[config.mk]
export PLATFORM = sky130hd
export DESIGN_NAME = regfile_sb
export DESIGN_NICKNAME = d
export VERILOG_FILES = /design/src/rtl/regfile_pkg.sv /design/src/rtl/regfile_rd_port.sv /design/src/rtl/regfile_sb.sv
export SDC_FILE = /design/constraint.sdc
export NUM_CORES = 2
export LEC_CHECK = 0
export ABC_AREA = 1
export CORE_MARGIN = 8
export CORE_UTILIZATION = 55
export DETAILED_ROUTE_END_ITERATION = 8
export PLACE_DENSITY_LB_ADDON = 0.1
export RECOVER_POWER = 25
export SLEW_MARGIN = 40
export SYNTH_ARGS = -nofsm -noshare
export SYNTH_HDL_FRONTEND = slang
export SYNTH_SLANG_ARGS = --single-unit
[constraint.sdc]
create_clock -name clk -period 3.64 [get_ports clk]
set_input_delay 1.092 -clock clk [delete_from_list [all_inputs] [get_ports clk]]
set_output_delay 1.092 -clock clk [all_outputs]
set_load 0.01 [all_outputs]
[src/rtl/regfile_pkg.sv]
`default_nettype none
// ============================================================================
// Module      : regfile_pkg
// Description : Shared defaults for the scoreboarded register file.
// Revision    : 1.0 - initial release
// ============================================================================
package regfile_pkg;

    localparam int c_def_addr_width = 5;
    localparam int c_def_data_width = 32;
    localparam int c_def_nr_read    = 2;

    // Register index 0 is hardwired to zero and can never be pending
    localparam int c_zero_idx       = 0;

endpackage
`default_nettype wire

[src/rtl/regfile_rd_port.sv]
`default_nettype none
// ============================================================================
// Module      : regfile_rd_port
// Description : One combinational read port: zero-index masking, write
//               forwarding mux and busy masking.
// Revision    : 1.0 - initial release
// ============================================================================
module regfile_rd_port
    import regfile_pkg::*;
#(
    parameter int ADDR_WIDTH = c_def_addr_width,
    parameter int DATA_WIDTH = c_def_data_width,
    parameter int BYPASS     = 1
) (
    input  logic [ADDR_WIDTH-1:0] i_raddr,
    input  logic [DATA_WIDTH-1:0] i_rf_data,
    input  logic                  i_pend,
    input  logic                  i_wr_act,
    input  logic [ADDR_WIDTH-1:0] i_waddr,
    input  logic [DATA_WIDTH-1:0] i_wdata,
    output logic [DATA_WIDTH-1:0] o_rdata,
    output logic                  o_busy
);

    localparam logic [ADDR_WIDTH-1:0] c_zero_addr = ADDR_WIDTH'(c_zero_idx);

    logic w_is_zero;
    logic w_hit;

    assign w_is_zero = (i_raddr == c_zero_addr);
    // i_wr_act already excludes index 0 and reset, so a hit is always a real write
    assign w_hit     = (BYPASS != 0) && i_wr_act && (i_waddr == i_raddr);

    // Select read data and busy: zero register first, then forwarded write, then storage
    always_comb begin
        o_rdata = i_rf_data;
        o_busy  = i_pend;
        if (w_is_zero) begin
            o_rdata = '0;
            o_busy  = 1'b0;
        end else if (w_hit) begin
            o_rdata = i_wdata;
            o_busy  = 1'b0;
        end
    end

endmodule
`default_nettype wire

[src/rtl/regfile_sb.sv]
`default_nettype none
// ============================================================================
// Module      : regfile_sb
// Description : Multi-read-port register file with a pending-write
//               scoreboard, zero register and optional write forwarding.
// Revision    : 1.0 - initial release
// ============================================================================
module regfile_sb
    import regfile_pkg::*;
#(
    parameter int ADDR_WIDTH = c_def_addr_width,
    parameter int DATA_WIDTH = c_def_data_width,
    parameter int NR_READ    = c_def_nr_read,
    parameter int BYPASS     = 1
) (
    input  logic                          clk,
    input  logic                          rst,
    input  logic                          wen,
    input  logic [ADDR_WIDTH-1:0]         waddr,
    input  logic [DATA_WIDTH-1:0]         wdata,
    input  logic [NR_READ*ADDR_WIDTH-1:0] raddr,
    output logic [NR_READ*DATA_WIDTH-1:0] rdata,
    output logic [NR_READ-1:0]            busy,
    input  logic                          alloc_valid,
    input  logic [ADDR_WIDTH-1:0]         alloc_addr,
    output logic                          alloc_ready
);

    localparam int                    c_depth     = 2**ADDR_WIDTH;
    localparam logic [ADDR_WIDTH-1:0] c_zero_addr = ADDR_WIDTH'(c_zero_idx);

    logic [DATA_WIDTH-1:0] r_rf [c_depth];
    logic [c_depth-1:0]    r_pend;

    logic w_wr_act;
    logic w_alloc_fire;

    // Qualified write: gated by reset so forwarding cannot expose wdata while rst is low
    assign w_wr_act     = rst && wen && (waddr != c_zero_addr);

    // A pending destination may be re-allocated in the cycle its writeback lands
    assign alloc_ready  = !r_pend[alloc_addr]
                        || (wen && (waddr == alloc_addr))
                        || (alloc_addr == c_zero_addr);
    assign w_alloc_fire = alloc_valid && alloc_ready && (alloc_addr != c_zero_addr);

    // Register storage; index 0 is never written and stays zero
    always_ff @(posedge clk or negedge rst) begin
        if (!rst) begin
            for (int i = 0; i < c_depth; i++) begin
                r_rf[i] <= '0;
            end
        end else if (w_wr_act) begin
            r_rf[waddr] <= wdata;
        end
    end

    // Scoreboard: writeback clears, allocation sets; the later assignment lets set win
    always_ff @(posedge clk or negedge rst) begin
        if (!rst) begin
            r_pend <= '0;
        end else begin
            if (wen) begin
                r_pend[waddr] <= 1'b0;
            end
            if (w_alloc_fire) begin
                r_pend[alloc_addr] <= 1'b1;
            end
        end
    end

    for (genvar g = 0; g < NR_READ; g++) begin : g_rd
        logic [ADDR_WIDTH-1:0] w_idx;
        assign w_idx = raddr[g*ADDR_WIDTH +: ADDR_WIDTH];

        regfile_rd_port #(
            .ADDR_WIDTH (ADDR_WIDTH),
            .DATA_WIDTH (DATA_WIDTH),
            .BYPASS     (BYPASS)
        ) u_rd_port (
            .i_raddr   (w_idx),
            .i_rf_data (r_rf[w_idx]),
            .i_pend    (r_pend[w_idx]),
            .i_wr_act  (w_wr_act),
            .i_waddr   (waddr),
            .i_wdata   (wdata),
            .o_rdata   (rdata[g*DATA_WIDTH +: DATA_WIDTH]),
            .o_busy    (busy[g])
        );
    end

endmodule
`default_nettype wire

==> results by group <==
Placed design
  • Placed Instances: roughly 9700
  • HPWL after detailed placement: 150200 microns
  • Placer Congestion: between 0.9 and 1
  • Port Buffers: 122
  • Placed inst area: ~67000 sq um

Drt
  • Initial DRC Count: 9817
  • Final ANT Viol Nets: 0
  • Wirelength per Cell: around 25 microns
  • Vias: between 60000 and 70000
  • Final Routed Wirelength: about 250000 microns
  • Via/cell ratio: approximately 6.4
  • Initial DRT Pass Iterations: 9
  • DRC viols: 0

Layout
  • Share of cells above drive strength 1: ~17%
  • Post-route insts no fill: about 10000
  • Fillers: around 8600
  • Nets: 8590
  • Syn-to-layout area delta: 26.15%
  • Final Cell Area: about 75000 sq um

GRT
  • Grt ovf: 0
  • First-pass GRT wire length: 370800 microns
  • Total GRT Usage: 40.52%
  • Largest net degree at the start of global routing: 125
  • Initial antenna violation count: 2
  • Vias in the first global route: slightly above 60000

Logic synthesis
  • Proportion of synthesized chip area in sequential cells: 44.40%
  • Synthesized Nets: 8362
  • FF+latch count, synth: between 1000 and 1500
  • Syn_area_per_cell: roughly 7.2 sq um
  • Most used DFF post-synth: dfrtp_1
  • Largest cells by area after synthesis: dfrtp_1 (44%), nand2_1 (14%), o21ai_0 (13%), nand3_1 (7.7%), o211ai_1 (4.6%)
  • Ys Warns: 0
  • Most common cell in the synthesized netlist: nand2_1
  • Cell taking the most area after synthesis: dfrtp_1
  • Ys async rst share: 100.0%
  • Post-synth EDFFs: 0
  • Top-area cell type share of the netlist area: between 40 and 50%
  • Syn Std Cell Area: between 50000 and 60000 sq um
  • Synth top cells by count: nand2_1 (2271), o21ai_0 (1585), dfrtp_1 (1056)
  • Post-Syn Instances: around 8300
  • Yosys cell types: 33

Critical path
  • CP max stage delay: 0.25 ns
  • Crit path max fanout: 25
  • Worst setup SP type: primary input
  • Setup CP Type: primary input to primary output
  • CP Data Arrival Time: about 2.8 ns
  • Critical Path Sink Type: primary output
  • CP cell instances: buf_16, buf_12, buf_12, buf_12, buf_4, nand3_1, nand3_1, nand2_1, nand2_1, nand3_1, nand2_2, a21oi_1, buf_2
  • Worst Path Required: 2.55 ns
  • CP max-delay cell: buf_12

STA
  • Worst Tran Pin Value: approximately 2.0 ns
  • Clock Skews: roughly 0.021 ns
  • Min setup slack post-route: -0.2664 ns
  • Final period utilization: 107.3%
  • Max-slew headroom: -33.00%
  • RSZ-0062 raised after global routing: yes
  • Fmax: around 260 MHz
  • Final slew viol count: about 290
  • Crit path time final: just under 4 ns
  • Hold Violations, Final: 0
  • Final Setup Violations: 67

Run status
  • Failing checks: capacitance limit, slew limit, setup timing
  • Status: finished, violations left

Floorplan
  • Initial Util: between 50% and 60%
  • Die height: 345.0 microns
  • Area of the core: approximately 110000 sq um
  • Die ar.: roughly 120000 sq um
  • Die Wd: around 340 microns
  • Io pins: around 120
  • FP Rows: 120

Run
  • Max-Cap Viols: 4

Pwr
  • PD cells: 453.4 nW/um^2
  • Worst IR drop on VDD: ~0.00040 V
  • P_leak: 34.34 nW

Clocking
  • Clock sink count: about 1100
  • CTS H-tree depth: 3
  • CTS Buffer Depth: 3
  • CTS root buffer: clkbuf_16
  • CTS hold repair buffers: 0
  • Clock transition at path regs: 0.06 ns
  • Clk Latency, worst-skew pair: between 0.7 and 0.8 ns
  • CTS tree: yes
  • CTS buffer count: about 120

Worst hold path
  • Hold Path Class: flip-flop to flip-flop
==> logic make-up after synthesis <==
logic type / Yosys count / share of synthesized area (%)
buf+inv: 1279 / 8.795
flops: 1056 / 44.40
compound gates: 2369 / 21.51
simple gates: 3595 / 25.19
xor+xnor: 7 / 0.1030
==> worst max-delay path: cells and delay by family <==
family | cells | cell delay (ns)
and+or+nand+nor | 6 | 0.57
AOI/OAI and AO/OA | 1 | 0.07
buffers and inverters | 6 | 1.04
==> cells in the final DEF (no fill, tap or decap), types with 37 or more instances in the layout <==
cell type        count
o21ai_0           1480
nor2_1             301
buf_12             202
buf_2               51
nand3_1            747
buf_6               72
o21ai_1            122
a21oi_2             54
clkbuf_16          148
buf_4              418
buf_16              49
dfrtp_1           1056
nand2_1           2198
nand2_2             67
nand3_2            141
a21oi_1            314
o211ai_1           362
inv_1              466
clkdlybuf4s50_1     37
==> timing repair <==
item | CTS | global route
pin swaps | 112 | 171
setup endpoints to repair | 67 | 67
gates cloned | 27 | 32
setup buffers | 58 | 20
gates resized for setup | 656 | 350
==> sequential cells by signal, summed over array words and instances (netlist names) <==
register and flops:
r_pend 32, r_rf 1024
==> metal layers <==
metal  vias up  wire length [microns]  GRT usage [%]
li1      28180                      -              -
met1     30370                  91590          53.29
met2      4735                 105800          59.57
met3      1141                  34680          10.88
met5         -                     12              0
met4         2                  18970          24.94
==> worst paths after layout <==
kind | slack (ns) | cells after the start | to | start
setup / recovery | -0.27 | 13 | rdata[29] | raddr[1]
hold / removal | 0.38 | 0 | r_rf[1021]$_DFFE_PN0P_ | r_rf[1021]$_DFFE_PN0P_
setup reg to reg | 2.06 | 12 | r_pend[10]$_DFF_PN0_ | r_pend[8]$_DFF_PN0_
hold reg to reg | 0.38 | 0 | r_rf[1021]$_DFFE_PN0P_ | r_rf[1021]$_DFFE_PN0P_
max in group asynchronous | 0.38 | 4 | r_rf[560]$_DFFE_PN0P_ | rst
min in group asynchronous | 0.67 | 2 | r_pend[9]$_DFF_PN0_ | rst
==> layout make-up <==
class	instances	area (sq um)	area share, %
sequential	1056	26430	35.20
antenna	1	2.502	0.003333
timing repair buffer	898	11200	14.91
inverter	492	1946	2.591
clock buffer	168	3410	4.541
clock inverter	46	616.8	0.8216
multi-input combinational	5971	29730	39.60
tap	1403	1755	2.338
==> per-stage QoR <==
step	setup TNS, ns	total power [W]	hold slack [ns]	util [%]	setup slack (ns)
finish	-10.32	0.03404	0.3827	70.04	-0.2664
CTS	-7.092	0.03348	0.3821	68.32	-0.1774
floorplan	0	0.01804	0.4290	-	0.07324
global placement	-58.21	0.02058	0.3646	62.33	-1.007
detailed placement	-60.75	0.02081	0.3680	62.41	-1.057
global route	-22.26	0.03538	0.3992	70.04	-0.3516
==> power by group <==
group	switching [W]	internal, W
Clock	0.00517	0.00735
Combinational	0.00430	0.00283
Sequential	0.00114	0.0133
Note: power is estimated with default switching activity, not from simulation.
